### config.mk
export PLATFORM = sky130hd
export DESIGN_NAME = acc_frame_packer
export DESIGN_NICKNAME = d
export VERILOG_FILES = /design/src/rtl/acc_pkg.sv /design/src/rtl/acc_sample_fifo.sv /design/src/rtl/acc_frame_packer.sv
export SDC_FILE = /design/constraint.sdc
export NUM_CORES = 1
export LEC_CHECK = 0
export ABC_AREA = 1
export BUFFER_PORTS_ARGS = -buffer_cell sky130_fd_sc_hd__buf_2
export CORE_MARGIN = 3
export CORE_UTILIZATION = 35
export DETAILED_ROUTE_END_ITERATION = 10
export HOLD_SLACK_MARGIN = 0.08
export PLACE_DENSITY_LB_ADDON = 0.2
export SLEW_MARGIN = 20
export SYNTH_ARGS = -nofsm -noshare
export SYNTH_HDL_FRONTEND = slang
export SYNTH_SLANG_ARGS = --single-unit
### constraint.sdc
create_clock -name pclk -period 14.4 [get_ports pclk]
set_input_delay 2.88 -clock pclk [delete_from_list [all_inputs] [get_ports pclk]]
set_output_delay 2.88 -clock pclk [all_outputs]
set_load 0.03 [all_outputs]
### src/rtl/acc_pkg.sv
// Shared constants for the accelerometer frame packer: sync byte, FSM encoding,
// FIFO entry layout {seq, ts, X, Y, Z} and the frame word selector.
package acc_pkg;

    localparam logic [7:0] SYNC_BYTE_DEFAULT = 8'hA5;
    localparam int         FRAME_WORDS       = 5;
    localparam int         ENTRY_W           = 72;

    localparam logic [2:0] ST_IDLE = 3'd0;
    localparam logic [2:0] ST_W0   = 3'd1;
    localparam logic [2:0] ST_W1   = 3'd2;
    localparam logic [2:0] ST_W2   = 3'd3;
    localparam logic [2:0] ST_W3   = 3'd4;
    localparam logic [2:0] ST_W4   = 3'd5;

    localparam int SEQ_LSB = 64;
    localparam int TS_LSB  = 48;
    localparam int X_LSB   = 32;
    localparam int Y_LSB   = 16;
    localparam int Z_LSB   = 0;

    // Word idx of a frame built from one buffered entry (0 = header).
    function automatic logic [15:0] frame_word(input logic [2:0]         idx,
                                               input logic [ENTRY_W-1:0] entry,
                                               input logic [7:0]         sync);
        logic [15:0] w;
        case (idx)
            3'd0:    w = {sync, entry[SEQ_LSB +: 8]};
            3'd1:    w = entry[TS_LSB +: 16];
            3'd2:    w = entry[X_LSB +: 16];
            3'd3:    w = entry[Y_LSB +: 16];
            default: w = entry[Z_LSB +: 16];
        endcase
        return w;
    endfunction

endpackage

### src/rtl/acc_sample_fifo.sv
// First-word-fall-through synchronous FIFO holding timestamped samples.
// rdata_next exposes the entry behind the head so a new frame can start the cycle the head pops.
module acc_sample_fifo
    import acc_pkg::*;
#(
    parameter int WIDTH = ENTRY_W,
    parameter int DEPTH = 8
) (
    input  logic                     pclk,
    input  logic                     rstb,
    input  logic                     push,
    input  logic [WIDTH-1:0]         wdata,
    input  logic                     pop,
    output logic [WIDTH-1:0]         rdata,
    output logic [WIDTH-1:0]         rdata_next,
    output logic                     full,
    output logic                     empty,
    output logic [$clog2(DEPTH):0]   level
);

    localparam int AW = $clog2(DEPTH);

    logic [WIDTH-1:0] mem [DEPTH];
    logic [AW-1:0]    wr_ptr;
    logic [AW-1:0]    rd_ptr;
    logic [AW-1:0]    rd_ptr_nxt;
    logic [AW:0]      count;

    always_ff @(posedge pclk) begin
        if (push) begin
            mem[wr_ptr] <= wdata;
        end
    end

    always_ff @(posedge pclk or negedge rstb) begin
        if (!rstb) begin
            wr_ptr <= '0;
            rd_ptr <= '0;
            count  <= '0;
        end else begin
            if (push) begin
                wr_ptr <= wr_ptr + 1'b1;
            end
            if (pop) begin
                rd_ptr <= rd_ptr + 1'b1;
            end
            case ({push, pop})
                2'b10:   count <= count + 1'b1;
                2'b01:   count <= count - 1'b1;
                default: count <= count;
            endcase
        end
    end

    assign rd_ptr_nxt = rd_ptr + 1'b1;
    assign rdata      = mem[rd_ptr];
    assign rdata_next = mem[rd_ptr_nxt];
    assign full       = (count == (AW+1)'(DEPTH));
    assign empty      = (count == '0);
    assign level      = count;

endmodule

### src/rtl/acc_frame_packer.sv
// Captures accelerometer samples (decimated, timestamped, sequenced), buffers them and
// streams each one as a 5-word frame; drops on a full buffer are counted, never stalled.
module acc_frame_packer
    import acc_pkg::*;
#(
    parameter int         DEPTH     = 8,
    parameter logic [7:0] SYNC_BYTE = SYNC_BYTE_DEFAULT
) (
    input  logic                   pclk,
    input  logic                   rstb,
    input  logic [47:0]            acc_data,
    input  logic                   acc_valid,
    input  logic                   enable,
    input  logic [7:0]             decim,
    input  logic                   clr_ovf,
    output logic [15:0]            out_data,
    output logic                   out_valid,
    input  logic                   out_ready,
    output logic                   out_last,
    output logic [$clog2(DEPTH):0] level,
    output logic                   overflow,
    output logic [7:0]             drop_count
);

    localparam int         LW       = $clog2(DEPTH) + 1;
    localparam logic [2:0] LAST_IDX = 3'(FRAME_WORDS - 1);

    logic [15:0]        ts;
    logic [7:0]         dc;
    logic [7:0]         dc_eff;
    logic [7:0]         seq;
    logic               keep;
    logic               push;
    logic               pop;
    logic               drop;
    logic               full;
    logic               empty;
    logic               more_buffered;
    logic               next_avail;
    logic [ENTRY_W-1:0] wdata;
    logic [ENTRY_W-1:0] rdata;
    logic [ENTRY_W-1:0] rdata_next;
    logic [ENTRY_W-1:0] next_head;
    logic [2:0]         state;

    // A shrunken decim restarts the decimation phase at once instead of waiting for a wrap.
    assign dc_eff        = (dc > decim) ? 8'd0 : dc;
    assign keep          = acc_valid & enable & (dc_eff == 8'd0);
    assign pop           = (state == ST_W4) & out_ready;
    assign push          = keep & (~full | pop);
    assign drop          = keep & full & ~pop;
    assign wdata         = {seq, ts, acc_data};
    assign more_buffered = (level > LW'(1));
    assign next_avail    = more_buffered | push;
    assign next_head     = more_buffered ? rdata_next : wdata;

    acc_sample_fifo #(
        .WIDTH (ENTRY_W),
        .DEPTH (DEPTH)
    ) u_fifo (
        .pclk       (pclk),
        .rstb       (rstb),
        .push       (push),
        .wdata      (wdata),
        .pop        (pop),
        .rdata      (rdata),
        .rdata_next (rdata_next),
        .full       (full),
        .empty      (empty),
        .level      (level)
    );

    always_ff @(posedge pclk or negedge rstb) begin
        if (!rstb) begin
            ts  <= 16'd0;
            dc  <= 8'd0;
            seq <= 8'd0;
        end else begin
            if (acc_valid) begin
                ts <= ts + 16'd1;
            end
            if (!enable) begin
                dc <= 8'd0;
            end else if (acc_valid) begin
                dc <= (dc_eff == decim) ? 8'd0 : dc_eff + 8'd1;
            end else begin
                dc <= dc_eff;
            end
            if (push) begin
                seq <= seq + 8'd1;
            end
        end
    end

    // A drop coinciding with clr_ovf restarts the count at one rather than zero.
    always_ff @(posedge pclk or negedge rstb) begin
        if (!rstb) begin
            overflow   <= 1'b0;
            drop_count <= 8'd0;
        end else if (drop) begin
            overflow   <= 1'b1;
            drop_count <= clr_ovf ? 8'd1 :
                          (drop_count == 8'hFF) ? 8'hFF : drop_count + 8'd1;
        end else if (clr_ovf) begin
            overflow   <= 1'b0;
            drop_count <= 8'd0;
        end
    end

    // Encoding Wk = k+1, so from state Wk the next word index equals the state value.
    always_ff @(posedge pclk or negedge rstb) begin
        if (!rstb) begin
            state     <= ST_IDLE;
            out_data  <= 16'd0;
            out_valid <= 1'b0;
            out_last  <= 1'b0;
        end else begin
            case (state)
                ST_IDLE: begin
                    if (!empty) begin
                        state     <= ST_W0;
                        out_data  <= frame_word(3'd0, rdata, SYNC_BYTE);
                        out_valid <= 1'b1;
                        out_last  <= 1'b0;
                    end
                end
                ST_W0, ST_W1, ST_W2, ST_W3: begin
                    if (out_ready) begin
                        state    <= state + 3'd1;
                        out_data <= frame_word(state, rdata, SYNC_BYTE);
                        out_last <= (state == LAST_IDX);
                    end
                end
                ST_W4: begin
                    if (out_ready) begin
                        out_last <= 1'b0;
                        if (next_avail) begin
                            state    <= ST_W0;
                            out_data <= frame_word(3'd0, next_head, SYNC_BYTE);
                        end else begin
                            state     <= ST_IDLE;
                            out_data  <= 16'd0;
                            out_valid <= 1'b0;
                        end
                    end
                end
                default: begin
                    state     <= ST_IDLE;
                    out_data  <= 16'd0;
                    out_valid <= 1'b0;
                    out_last  <= 1'b0;
                end
            endcase
        end
    end

endmodule

==> reports/metrics.csv <==
stage,metric,value,unit
timing,total negative slack,0,ns
clocking,post-CTS setup buffers,0,
clocking,# H-tree levels,3,
routing,WL final,71.5,mm
worst_setup_path,Setup crit end kind,register,
die,Initial Utilization,0.357,
worst_setup_path,reg2reg path depth,13,
logic_synthesis,Synth area leader,edfxtp_1,
timing,fin. max-slew vios,0,
pwr,Leak,0.0109,uW
placement,number of port buffers,92,
routing,Pre-Repair DR Iteration Count,5,
logic_synthesis,"top cells by count, synth","edfxtp_1, nor2_1, o21ai_0",
layout,design area,0.0310,sq mm
grt,initial antenna violation count,4,
pwr,switching part of the total,0.383,
routing,Avg Vias per Cell,5.22,
timing,"Min Clock Period, post-route",6.35,ns
layout,# nets final,2414,
layout,Area Growth Syn to Fin,13.3,%
placement,Placer Congestion,0.816,
timing,Setup-failing EPs final,0,
logic_synthesis,Synth Warn #,0,
timing,"Hold Violations, Final",0,
grt,total grt overflow,0,
clocking,worst skew pair latency,0.60,ns
logic_synthesis,count of cell types in the netlist,53,
pwr,clock power share,0.282,
logic_synthesis,syn nets,2353,
pwr,Seq pwr share,0.384,
logic_synthesis,synth top area cells,"edfxtp_1, dfrtp_1, o21ai_0, nor2_1, nand2_1",
pwr,Switch Pwr,2460,uW
logic_synthesis,top-area cell type share of the netlist area,0.632,
die,Die Span Y,286,um
logic_synthesis,"Cell Area, Synth",0.0274,sq mm
worst_setup_path,Worst Path Required,14.61,ns
grt,Global Route Usage Sum,0.173,
clocking,post-CTS sizing,0,
pwr,Pint,3950,uW
die,I/O pins,93,
worst_setup_path,Critical Path Start Type,primary input,
run,max cap viols,0,
logic_synthesis,Syn Area/Cell,12.1,sq um
routing,Vias,17800,
worst_setup_path,"Arr. time, crit path",6.55,ns
clocking,TritonCTS Sinks,648,
routing,WL per Instance,20.9,um
outcome,status,"complete, no violations",
die,Std-Cell Rows,101,
clocking,CTS Buf Count,71,
logic_synthesis,most common cell in the netlist,edfxtp_1,
logic_synthesis,Synth Instances,2266,
grt,global-route wire length before repair,109,mm
die,Die Wd,286,um
routing,Initial DRC Count,1627,
timing,Hold WS,0.475,ns
logic_synthesis,"Top FF cell, synth",edfxtp_1,
die,core area,0.0767,sq mm
layout,share of cells above drive strength 1,0.112,
worst_setup_path,CP Class,primary input to register,
timing,Fmax,158,MHz
grt,largest net degree at the start of global routing,184,
clocking,Clock Tree Buf Depth,3,
pwr,VDD IR max,141,uV
placement,Detail Placement HPWL,40.0,mm
clocking,"Clk pin slew, worst setup/hold paths",0.06,ns
die,Die Footprint,0.0816,sq mm
timing,Slew headroom,0.284,
logic_synthesis,register area share after synthesis,0.698,
routing,Antenna Nets Post-Route,0,
worst_hold_path,Hold Path Depth,2,
worst_setup_path,CP Max Fanout,58,
logic_synthesis,"FFs w/ async S/R, synth",0.111,
logic_synthesis,synthesized flop and latch total,648,
grt,vias in the first global route,17400,
clocking,clk root buf,clkbuf_16,
logic_synthesis,Post-synth EDFFs,576,
routing,DRC viols,0,
pwr,Comb pwr share,0.335,
timing,crit share post-route,0.441,
clocking,CTS Hold Bufs,0,
pwr,Pwr Density,207,mW/mm^2
worst_hold_path,HP Class,register to register,
timing,skew final,0.0209,ns
timing,Tightest Pin Transition,1.07,ns
clocking,CTS tree,built,
timing,unrepaired setup endpoints after global routing,no,
placement,placed cell area,0.0287,sq mm
==> path summary, 6_finish.rpt <==
kind / start / to / slack [ns]
setup / recovery: decim[7] / u_fifo.mem[3][69] / 8.05
max in group asynchronous: rstb / u_fifo.rd_ptr[0] / 11.04
min in group asynchronous: rstb / u_fifo.level[2] / 2.22
hold reg to reg: overflow / overflow / 0.48
hold / removal: overflow / overflow / 0.48
setup reg to reg: dc[7] / u_fifo.mem[3][69] / 10.03
==> kinds of logic after synthesis <==
family                     share of synthesized area
AOI/OAI and AO/OA                              0.125
xor gates and xnor gates                      0.0118
adders and majority gates                     0.0114
buffers and inverters                         0.0433
DFF                                            0.698
muxes                                        0.00151
and+or+nand+nor                                0.109
==> cells in the final DEF, fill, tap and decap left out, types with 18 or more instances in the layout <==
master	n
buf_4	31
edfxtp_1	576
o22ai_1	29
dfrtp_1	69
o21ai_0	273
xor2_1	28
o21ai_1	22
inv_1	99
nand2_1	260
ha_1	25
buf_2	91
clkbuf_16	76
clkbuf_1	23
o221ai_1	24
o211ai_1	75
a21oi_1	107
nor2_1	320
a22oi_1	18
nand3_1	87
==> final cells by class <==
type                            count  area [sq um]
Tap cell                         1030          1290
Timing Repair Buffer              124           728
Sequential cell                   648         19100
Antenna cell                        3          7.51
Multi-Input combinational cell   1373          7120
Fill cell                        7186         45700
Clock buffer                      107          2100
Clock inverter                     24           236
Inverter                          109           419
==> power by group through the flow <==
stage	Clock, uW	Sequential, uW	Combinational [uW]
global route	1930	2480	2400
detailed placement	0	2500	2160
floorplan	0	2440	1510
global placement	0	2490	2140
CTS	1850	2460	2170
finish	1800	2460	2140
==> critical path, stage by stage <==
cell and delay, ns:
buf_2 0.09, inv_1 0.05, ha_1 0.30, nand2_1 0.09, nor2_1 0.17, nand2_1 0.07, nand2_1 0.07, nand2_2 0.18
nand2_1 0.22, ha_1 0.17, nand3_1 0.09, a21oi_2 0.17, nand4_2 0.66, nor3_2 0.39, buf_4 0.87
==> layer usage <==
| layer | vias up | wire [um] | part of all wire | global-route usage |
|---|---|---|---|---|
| met2 | 495 | 33500 | 0.47 | 0.280 |
| met4 | 4 | 1100 | 0.015 | 0.0420 |
| met5 | - | 27 | 0.00038 | 0 |
| met1 | 8899 | 32900 | 0.46 | 0.245 |
| met3 | 84 | 3930 | 0.055 | 0.0280 |
| li1 | 8360 | - | - | - |
==> sequential cells by signal (all words and copies together), names as in the netlist <==
register	cells
u_fifo.wr_ptr	3
u_fifo.level	4
out_last	1
out_data	16
u_fifo.mem	576
ts	16
out_valid	1
drop_count	8
seq	8
u_fifo.rd_ptr	3
dc	8
state	3
overflow	1
==> metrics by stage <==
step,total power [uW],util,worst slack [ns],cells
after floorplan,3940,-,4.31,2266
after global placement,4620,0.374,7.49,3284
after detailed placement,4660,0.374,7.34,3284
after CTS,6480,0.404,7.99,3415
after global routing,6810,0.404,7.63,3415
final,6410,0.404,8.05,3418
Power figures use the tool's default switching activity.
